**src/rtl/mux4_scan_ctrl.sv**
```systemverilog
// Scan controller around the transistor-level 4:1 mux: steps the select code through
// all four channels, captures each synchronized result and hands the packed word out.
module mux4_scan_ctrl #(
    parameter int SETTLE_CYCLES = 3,
    parameter int CNT_W         = 8
) (
    input  logic       clk,
    input  logic       rst_n,
    input  logic       start,
    input  logic       cont,
    input  logic       abort,
    input  logic       mux_result,
    input  logic       ready,
    output logic       s0,
    output logic       s1,
    output logic [3:0] data_out,
    output logic       valid,
    output logic       busy
);

    typedef enum logic [1:0] {
        IDLE,
        SETTLE,
        DONE
    } state_t;

    localparam logic [CNT_W-1:0] RELOAD = CNT_W'(SETTLE_CYCLES - 1);

    state_t           state_q;
    logic [1:0]       sel_q;
    logic [CNT_W-1:0] cnt_q;
    logic [2:0]       shreg_q;
    logic             sync0_q;
    logic             sync1_q;
    logic [3:0]       data_q;
    logic             valid_q;
    logic             busy_q;

    // Channel 3 never lands in shreg_q; it goes straight into the output word.
    always_ff @(posedge clk or negedge rst_n) begin
        if (!rst_n) begin
            state_q <= IDLE;
            sel_q   <= 2'd0;
            cnt_q   <= '0;
            shreg_q <= 3'd0;
            sync0_q <= 1'b0;
            sync1_q <= 1'b0;
            data_q  <= 4'd0;
            valid_q <= 1'b0;
            busy_q  <= 1'b0;
        end else begin
            sync0_q <= mux_result;
            sync1_q <= sync0_q;
            if (abort) begin
                state_q <= IDLE;
                sel_q   <= 2'd0;
                valid_q <= 1'b0;
                busy_q  <= 1'b0;
            end else begin
                case (state_q)
                    IDLE: begin
                        sel_q <= 2'd0;
                        if (start || cont) begin
                            cnt_q   <= RELOAD;
                            state_q <= SETTLE;
                            busy_q  <= 1'b1;
                        end
                    end
                    SETTLE: begin
                        if (cnt_q != '0) begin
                            cnt_q <= cnt_q - 1'b1;
                        end else if (sel_q == 2'd3) begin
                            data_q  <= {sync1_q, shreg_q};
                            valid_q <= 1'b1;
                            state_q <= DONE;
                        end else begin
                            case (sel_q)
                                2'd0:    shreg_q[0] <= sync1_q;
                                2'd1:    shreg_q[1] <= sync1_q;
                                default: shreg_q[2] <= sync1_q;
                            endcase
                            sel_q <= sel_q + 2'd1;
                            cnt_q <= RELOAD;
                        end
                    end
                    DONE: begin
                        if (ready) begin
                            valid_q <= 1'b0;
                            sel_q   <= 2'd0;
                            if (cont || start) begin
                                cnt_q   <= RELOAD;
                                state_q <= SETTLE;
                            end else begin
                                state_q <= IDLE;
                                busy_q  <= 1'b0;
                            end
                        end
                    end
                    default: begin
                        state_q <= IDLE;
                        sel_q   <= 2'd0;
                        valid_q <= 1'b0;
                        busy_q  <= 1'b0;
                    end
                endcase
            end
        end
    end

    assign s0       = sel_q[0];
    assign s1       = sel_q[1];
    assign data_out = data_q;
    assign valid    = valid_q;
    assign busy     = busy_q;

endmodule

```
**config.mk**
```make
export PLATFORM = sky130hd
export DESIGN_NAME = mux4_scan_ctrl
export DESIGN_NICKNAME = d
export VERILOG_FILES = /design/src/rtl/mux4_scan_ctrl.sv
export SDC_FILE = /design/constraint.sdc
export NUM_CORES = 1
export LEC_CHECK = 0
export CORE_ASPECT_RATIO = 0.6
export CORE_MARGIN = 4
export CORE_UTILIZATION = 53
export CTS_CLUSTER_SIZE = 16
export DETAILED_ROUTE_END_ITERATION = 8
export PLACE_DENSITY = 0.77
export SYNTH_ARGS = -nofsm -noshare
export SYNTH_HDL_FRONTEND = slang
export SYNTH_SLANG_ARGS = --single-unit
export TNS_END_PERCENT = 5
```
**constraint.sdc**
```tcl
create_clock -name clk -period 2.65 [get_ports clk]
set_clock_uncertainty 0.2 [all_clocks]
set_input_delay 0.53 -clock clk [delete_from_list [all_inputs] [get_ports clk]]
set_output_delay 0.53 -clock clk [all_outputs]
set_load 0.05 [all_outputs]
```
# Word-level counts from Yosys, hierarchy flattened
# Index checks and enable logic that the tools add are counted.
# W data, S select, Z words.
[op_classes]
n_addsub = 2
eq_ne = 14
n_mux = 27
n_bitwise = 4
n_reduce_logical = 15
[op_table]
columns = ["cell", "count"]
rows = [
  ["$mux W8", 4],
  ["$pmux W8 S3", 1],
  ["$ne A3 B3 Y1 const B", 7],
  ["$reduce_and A4 Y1", 5],
  ["$mux W2", 9],
  ["$reduce_and A5 Y1", 3],
  ["$mux W1", 9],
  ["$reduce_bool A8 Y1", 1],
  ["$sub A8 B1 Y8 const B", 1],
  ["$ne A2 B2 Y1 const B", 3],
  ["$pmux W1 S3", 2],
  ["$pmux W2 S3", 1],
  ["$eq A2 B1 Y1 const B", 2],
  ["$eq A2 B2 Y1 const B", 2],
  ["$logic_not A2 Y1", 2],
  ["$not A1 Y1", 4],
  ["$pmux W2 S2", 1],
  ["$reduce_and A3 Y1", 1],
  ["$reduce_bool A3 Y1", 1],
  ["$add A2 B1 Y2 const B", 1],
  ["$reduce_or A2 Y1", 1],
  ["$logic_or A1 B1 Y1", 1],
]
[word_totals]
reg_bits = 23
output_inout_bits = 8
elab_cells = 73

# Longest topological paths before layout
# Gate-level depths: netlist (run 1).
[logic_depth]
word_depth = 5
mapped_depth = 6
ltp_nobuf = 6

# Worst setup path before layout (run 1)
# OpenSTA, ideal clock, no wires.
[synth_path]
kind = "register to register"
start = "reg cnt_q[0]"
end = "reg shreg_q[2]"
setup_ps = 127
arrival_ps = 1766
t_required_ps = 2323
slack_ps = 556
path_stages_with_launch = 7
path_buffers = 0
cell_sequence = "dfrtp_1 inv_1 ha_1 or3b_2 nor4_4 nand2_1 mux2_1"
[synth_via]
elab_chain_cells = 3
[synth_lines]
columns = ["item", "line", "source"]
rows = [
  ["start: declaration", "31", "logic [CNT_W-1:0] cnt_q;"],
  ["start signal: assignment", "71", "cnt_q <= cnt_q - 1'b1;"],
  ["$reduce_bool A8 Y1", "70", "if (cnt_q != '0) begin"],
  ["$not A1 Y1 (no source line)", "n/a", ""],
  ["$reduce_and A5 Y1 (no source line)", "n/a", ""],
  ["end signal: assignment", "80", "default: shreg_q[2] <= sync1_q;"],
  ["end: declaration", "32", "logic [2:0] shreg_q;"],
]
# Every way passes these cells.
# A chain may end at the register's enable or synchronous reset.

# Worst setup path after layout (run 1)
[layout_path]
start = "reg sel_q[0]"
end = "out s0"
[layout_rtl]
columns = ["item", "line", "source"]
rows = [
  ["start: declaration", "30", "logic [1:0] sel_q;"],
  ["start signal: assignment", "82", "sel_q <= sel_q + 2'd1;"],
  ["end: declaration", "14", "output logic s0,"],
]
# No word-level cell between the ends.

==> results.sh, run 1 <==
export IMPL_status="complete, no violations"
export IMPL_die_w_um=68.4
export IMPL_syn_area_mm2=0.00116
export IMPL_row_count=12
export IMPL_antenna_found_initial=0
export IMPL_fin_cells=159
export IMPL_yosys_warnings=0
export IMPL_ys_seq_elements=23
export IMPL_pin_count=15
export IMPL_postPlaceCellArea_mm2=0.00136
export IMPL_gr_total_overflow=0
export IMPL_max_freq_mhz=439
export IMPL_cts_buffers=3
export IMPL_rrSetupSlack_ns=0.41
export IMPL_die_area_mm2=0.00303
export IMPL_clk_pin_slew_ns=0.08
export IMPL_yosys_cell_types_count=32
export IMPL_worst_setup_path_start_kind="flip-flop"
export IMPL_synth_commonest_cells="23 x dfrtp_1, 11 x nand2_1, 9 x a21oi_1, 9 x nor2_1, 6 x inv_1"
export IMPL_vias=915
export IMPL_hold_path_end="sync1_q$_DFF_PN0_"
export IMPL_antenna_cells=0
export IMPL_die_y_um=44.3
export IMPL_critPathKind="reg -> out"
export IMPL_grt_pass1_vias=835
export IMPL_final_util_pct=71.4
export IMPL_hold_class="reg -> reg"
export IMPL_p_leak_nw=0.610
export IMPL_r2r_start="cnt_q[0]$_DFFE_PN0P_"
export IMPL_nFillCells=156
export IMPL_ys_flop_type="dfrtp_1"
export IMPL_drc=0
export IMPL_final_hold_violation_count=0
export IMPL_clk_path_buf_depth=2
export IMPL_register_area_um2=576
export IMPL_holdPathStages=0
export IMPL_multi_input_area_um2=563
export IMPL_cp_cell_sequence="clkdlybuf4s50_1"
export IMPL_ys_seq_area_share_pct=49.6
export IMPL_max_vdd_ir_drop_v=0.000449
export IMPL_synth_top_cell_area_share_pct=49.6
export IMPL_finalCriticalPeriod_ns=2.28
export IMPL_power_density_mw_per_mm2=703
export IMPL_cts_setup_buffers=0
export IMPL_track_usage_pct=18.1
export IMPL_crit_path_max_incr_delay_ns=0.84
export IMPL_cts_tree="built"
export IMPL_initialDrtViolationCount=50
export IMPL_critPathTopFamily="buffers and inverters"
export IMPL_hp_start="sync0_q$_DFF_PN0_"
export IMPL_crit_fanout=6
export IMPL_synth_nets=122
export IMPL_worst_pin_slew_ns=0.527
export IMPL_tns_ns=0
export IMPL_worstPathRequired_ns=1.92
export IMPL_wire_per_inst_um=15.1
export IMPL_htreeDepth=1
export IMPL_firstDrtPassIters=4
export IMPL_dp_cells=155
export IMPL_crit_path_top_delay_cell="clkdlybuf4s50_1"
export IMPL_nets=144
export IMPL_final_area_mm2=0.00140
export IMPL_rr_worst_depth=6
export IMPL_ys_top_cells_by_area="dfrtp_1 50%, ha_1 5.4%, mux2_2 4.8%"
export IMPL_port_buffers=14
export IMPL_core_area_mm2=0.00197
export IMPL_reg2reg_to="data_out[3]$_DFFE_PN0P_"
export IMPL_synthCells=110
export IMPL_finalCritPeriodShare_pct=86.0
export IMPL_clock_sink_count=23
export IMPL_start_util_pct=59.0
export IMPL_yosysMostFrequentCell="dfrtp_1"
export IMPL_drt_wl_total_um=2410
export IMPL_avgSynthCellArea_um2=10.6
export IMPL_areaGrowthSynthToFinish_pct=20.9
export IMPL_postRouteAntennaNets=0
export IMPL_drive_above_1_share_pct=13.7
export IMPL_synthArstFlopShare_pct=100
export IMPL_gp_congestion=0.832
export IMPL_grt_setup_unrepaired="no"
export IMPL_path_buf_inv=1
export IMPL_synth_edf_count=0
export IMPL_cp_end_kind="primary output"
export IMPL_slew_violations=0
export IMPL_cts_resized=0
export IMPL_grt_pass1_wl_um=3970
export IMPL_postCtsHoldBufs=0
export IMPL_slew_headroom_pct=64.5
export IMPL_hpwl_um=1820
export IMPL_viasPerCell=5.75
export IMPL_clockRootBuffer="clkbuf_8"
export IMPL_clk_latency_ns=0.26
export IMPL_yosys_area_top_type="dfrtp_1"
export IMPL_grt_max_degree=24
export IMPL_setup_violations_final=0
export IMPL_crit_arrival_ns=1.55
export IMPL_max_cap_viol_count=0
flip-flops by register name (all words and copies together), names as in the netlist:
name / cells
cnt_q: 8
data_out: 4
shreg_q: 3
sel_q: 2
state_q: 2
busy: 1
sync0_q: 1
sync1_q: 1
valid: 1
metal layers:
layer,GRT usage [%],up-vias,share of wire [%]
li1,-,445,-
met1,26.2,432,50
met2,25.8,32,43
met3,6.09,6,6.2
met4,4.74,0,1.5
met5,0,-,0
how the worst max path moves through the flow:
stage                               from                     end  slack, ns  cells after the start
detailed placement                 abort    cnt_q[6]$_DFFE_PN0P_       0.19                      5
global placement                   abort  shreg_q[2]$_DFFE_PN0P_       0.26                      5
CTS                 sel_q[0]$_DFFE_PN0P_                      s0       0.36                      1
floorplan           cnt_q[0]$_DFFE_PN0P_  shreg_q[2]$_DFFE_PN0P_       0.56                      6
global route        cnt_q[0]$_DFFE_PN0P_    sel_q[0]$_DFFE_PN0P_       0.27                      6
finish              sel_q[0]$_DFFE_PN0P_                      s0       0.37                      1
report_power, final:
group	switching, mW	internal, mW
combinational	0.177	0.122
clock	0.109	0.107
sequential	0.0637	0.409
total	0.350	0.638
cells by family (layout without fill, tap and decap cells):
family,Yosys count,count (layout),synth area share (%)
AO/OA/AOI/OAI,27,27,15.4
adder cells (fa/ha/maj),5,5,5.39
buffers and inverters,6,27,1.94
flip-flops,23,23,49.6
multiplexers,8,8,7.76
AND/OR/NAND/NOR,41,41,19.9
per-stage QoR:
step                setup WS, ns  power [mW]  hold slack [ns]
finish                     0.371       0.987            0.157
global route               0.272        1.05            0.173
CTS                        0.361       0.989            0.161
detailed placement         0.185       0.773            0.143
global placement           0.262       0.759            0.135
floorplan                  0.556       0.683           0.0344
area by class of cell:
class | instances | share of cell area, %
Multi-Input combinational cell | 81 | 40.1
Sequential cell | 23 | 41.0
Inverter | 6 | 1.60
Tap cell | 28 | 2.50
Clock buffer | 4 | 3.21
Timing Repair Buffer | 17 | 11.6
cell usage in the layout, fill, tap and decap left out:
cell             netlist  routed
a211o_1                1       1
a211oi_1               1       1
a21oi_1                9       9
a21oi_2                1       1
a221oi_1               1       1
a31oi_2                1       1
a32oi_1                2       2
buf_4                  0       3
clkbuf_1               0       1
clkbuf_8               0       3
clkdlybuf4s50_1        0      14
dfrtp_1               23      23
ha_1                   5       5
inv_1                  6       6
mux2_1                 3       3
mux2_2                 5       5
nand2_1               11      11
nand2b_1               3       3
nand3_1                3       3
nand3b_1               1       1
nor2_1                 9       9
nor2_4                 1       1
nor2b_1                1       1
nor3_1                 3       3
nor3b_1                1       1
nor4_1                 3       3
nor4_4                 1       1
o21a_1                 2       2
o21ai_0                5       5
o21bai_1               1       1
o22ai_1                1       1
o31ai_1                1       1
o32ai_1                1       1
or3_1                  1       1
or3b_2                 2       2
or4_4                  1       1
Note: power is estimated with default switching activity, not from simulation.
==> inputs of run 2 (changes only) <==
- CORE_MARGIN: 4 -> not set
==> run 2 against run 1 <==
Maximum frequency down 2.6%. Global-route usage up 4.2 points. Cell area down 1.3%. Cell count unchanged. Die area down 21%. Via count down 3.2%. Sequential power about the same. Combinational power about the same. Core utilization down 0.41 points. Non-clock buffer count unchanged. Worst hold slack better by 0.011 ns. Largest cell class unchanged. Highest routed layer is now met3.
==> results.sh, run 2 (synthesis gave the netlist of run 1 again) <==
export IMPL_antenna_found_initial=0
export IMPL_power_density_mw_per_mm2=668
export IMPL_nets=144
export IMPL_fin_cells=159
export IMPL_clk_latency_ns=0.31
export IMPL_track_usage_pct=22.3
export IMPL_drive_above_1_share_pct=13.7
export IMPL_row_count=12
export IMPL_drt_wl_total_um=2280
export IMPL_postRouteAntennaNets=0
export IMPL_p_sw_uw=338
export IMPL_cp_end_kind="primary output"
export IMPL_setup_violations_final=0
export IMPL_grt_pass1_vias=804
export IMPL_cp_startpoint="sel_q[0]$_DFFE_PN0P_"
export IMPL_max_cap_viol_count=0
export IMPL_viasPerCell=5.57
export IMPL_antenna_cells=0
export IMPL_crit_fanout=6
export IMPL_gr_total_overflow=0
export IMPL_hpwl_um=1770
export IMPL_crit_path_top_delay_cell="clkdlybuf4s50_1"
export IMPL_tns_ns=0
export IMPL_pin_count=15
export IMPL_path_buf_inv=1
export IMPL_cts_buffers=3
export IMPL_worst_setup_path_start_kind="flip-flop"
export IMPL_firstDrtPassIters=4
export IMPL_port_buffers=14
export IMPL_slew_violations=0
export IMPL_postPlaceCellArea_mm2=0.00136
export IMPL_cp_cell_sequence="clkdlybuf4s50_1"
export IMPL_clk_pin_slew_ns=0.12
export IMPL_clk_path_buf_depth=2
export IMPL_initialDrtViolationCount=34
export IMPL_p_int_uw=588
export IMPL_switching_share_pct=36.5
export IMPL_slew_headroom_pct=61.5
export IMPL_max_vdd_ir_drop_v=0.000504
export IMPL_worstPathRequired_ns=1.92
export IMPL_whs_ns=0.168
export IMPL_largest_register_ffs=8
export IMPL_cts_tree="built"
export IMPL_hp_start="sync0_q$_DFF_PN0_"
export IMPL_top_register="cnt_q"
export IMPL_critPathKind="reg -> out"
export IMPL_nFillCells=150
export IMPL_crit_path_max_incr_delay_ns=0.83
export IMPL_crit_arrival_ns=1.61
export IMPL_final_common_cell="dfrtp_1"
export IMPL_final_area_mm2=0.00139
export IMPL_worst_pin_slew_ns=0.572
export IMPL_die_area_mm2=0.00239
export IMPL_final_cell_mix="23 x dfrtp_1, 14 x clkdlybuf4s50_1, 11 x nand2_1, 9 x a21oi_1, 9 x nor2_1"
export IMPL_comb_power_share_pct=31.9
export IMPL_grt_setup_unrepaired="no"
export IMPL_start_util_pct=59.5
export IMPL_finalCriticalPeriod_ns=2.34
export IMPL_grt_pass1_wl_um=3840
export IMPL_fin_ws_ns=0.311
export IMPL_drc=0
export IMPL_cts_resized=0
export IMPL_die_y_um=38.3
export IMPL_areaGrowthSynthToFinish_pct=19.3
export IMPL_die_w_um=62.4
export IMPL_vias=886
export IMPL_pwr_share_clk_pct=17.4
export IMPL_critPathTopFamily="buffers and inverters"
export IMPL_dp_cells=155
export IMPL_hold_class="reg -> reg"
export IMPL_dp_slack_ns=0.228
export IMPL_max_freq_mhz=428
export IMPL_p_leak_nw=0.603
export IMPL_gp_congestion=0.828
export IMPL_finalCritPeriodShare_pct=88.3
export IMPL_htreeDepth=1
export IMPL_p_seq_share_pct=50.7
export IMPL_core_area_mm2=0.00195
export IMPL_grt_max_degree=14
export IMPL_postCtsHoldBufs=0
export IMPL_clock_sink_count=23
export IMPL_wire_per_inst_um=14.4
export IMPL_cts_setup_buffers=0
export IMPL_final_hold_violation_count=0
export IMPL_r2r_start="cnt_q[0]$_DFFE_PN0P_"
export IMPL_status="complete, no violations"
export IMPL_clockRootBuffer="clkbuf_4"
-- run 2: cell counts in the layout (fill, tap and decap cells not counted) --
Identical to the previous run, type by type.
-- run 2: area by class of cell --
cell class	instances	area (um2)	share of cell area (%)
repair buffers	17	163	11.7
well taps	28	35.0	2.53
clock buffers	4	26.3	1.90
flip-flops and latches	23	576	41.6
inverters	6	22.5	1.63
multi-input cells	81	563	40.7
-- run 2: metrics by stage --
step / total power, mW / util, %
after floorplan: 0.683 / -
after global placement: 0.761 / 69.6
after detailed placement: 0.767 / 69.6
after CTS: 0.930 / 71.0
after global routing: 0.993 / 71.0
final: 0.926 / 71.0
-- run 2: metal layers --
metal | track usage, % | vias up | wire, um
li1 | - | 444 | -
met1 | 33.7 | 414 | 1220
met2 | 32.1 | 28 | 949
met3 | 6.25 | 0 | 112
met4 | 3.49 | 0 | 0
met5 | 0 | - | 0
-- run 2: power by group through the flow --
stage	Clock, mW	Sequential, mW	Combinational (mW)
2_1_floorplan	0	0.473	0.210
3_3_place_gp	0	0.474	0.288
3_5_place_dp	0	0.476	0.291
4_1_cts	0.168	0.468	0.294
5_1_grt	0.186	0.481	0.327
6_report	0.161	0.469	0.296
-- run 2: final timing paths --
path | end | slack, ns | cells after the start
worst max-delay path | s0 | 0.31 | 1
worst min-delay path | sync1_q$_DFF_PN0_ | 0.17 | 0
worst max register to register | data_out[1]$_DFFE_PN0P_ | 0.43 | 6
worst min register to register | sync1_q$_DFF_PN0_ | 0.17 | 0
max in group asynchronous | cnt_q[6]$_DFFE_PN0P_ | 1.35 | 2
min in group asynchronous | cnt_q[2]$_DFFE_PN0P_ | 0.34 | 1
==> inputs of run 3 (changes only) <==
- CAP_MARGIN: not set -> 20
==> results of run 3 <==
Same layout as run 2: the final DEF is identical, and so are final timing and power.
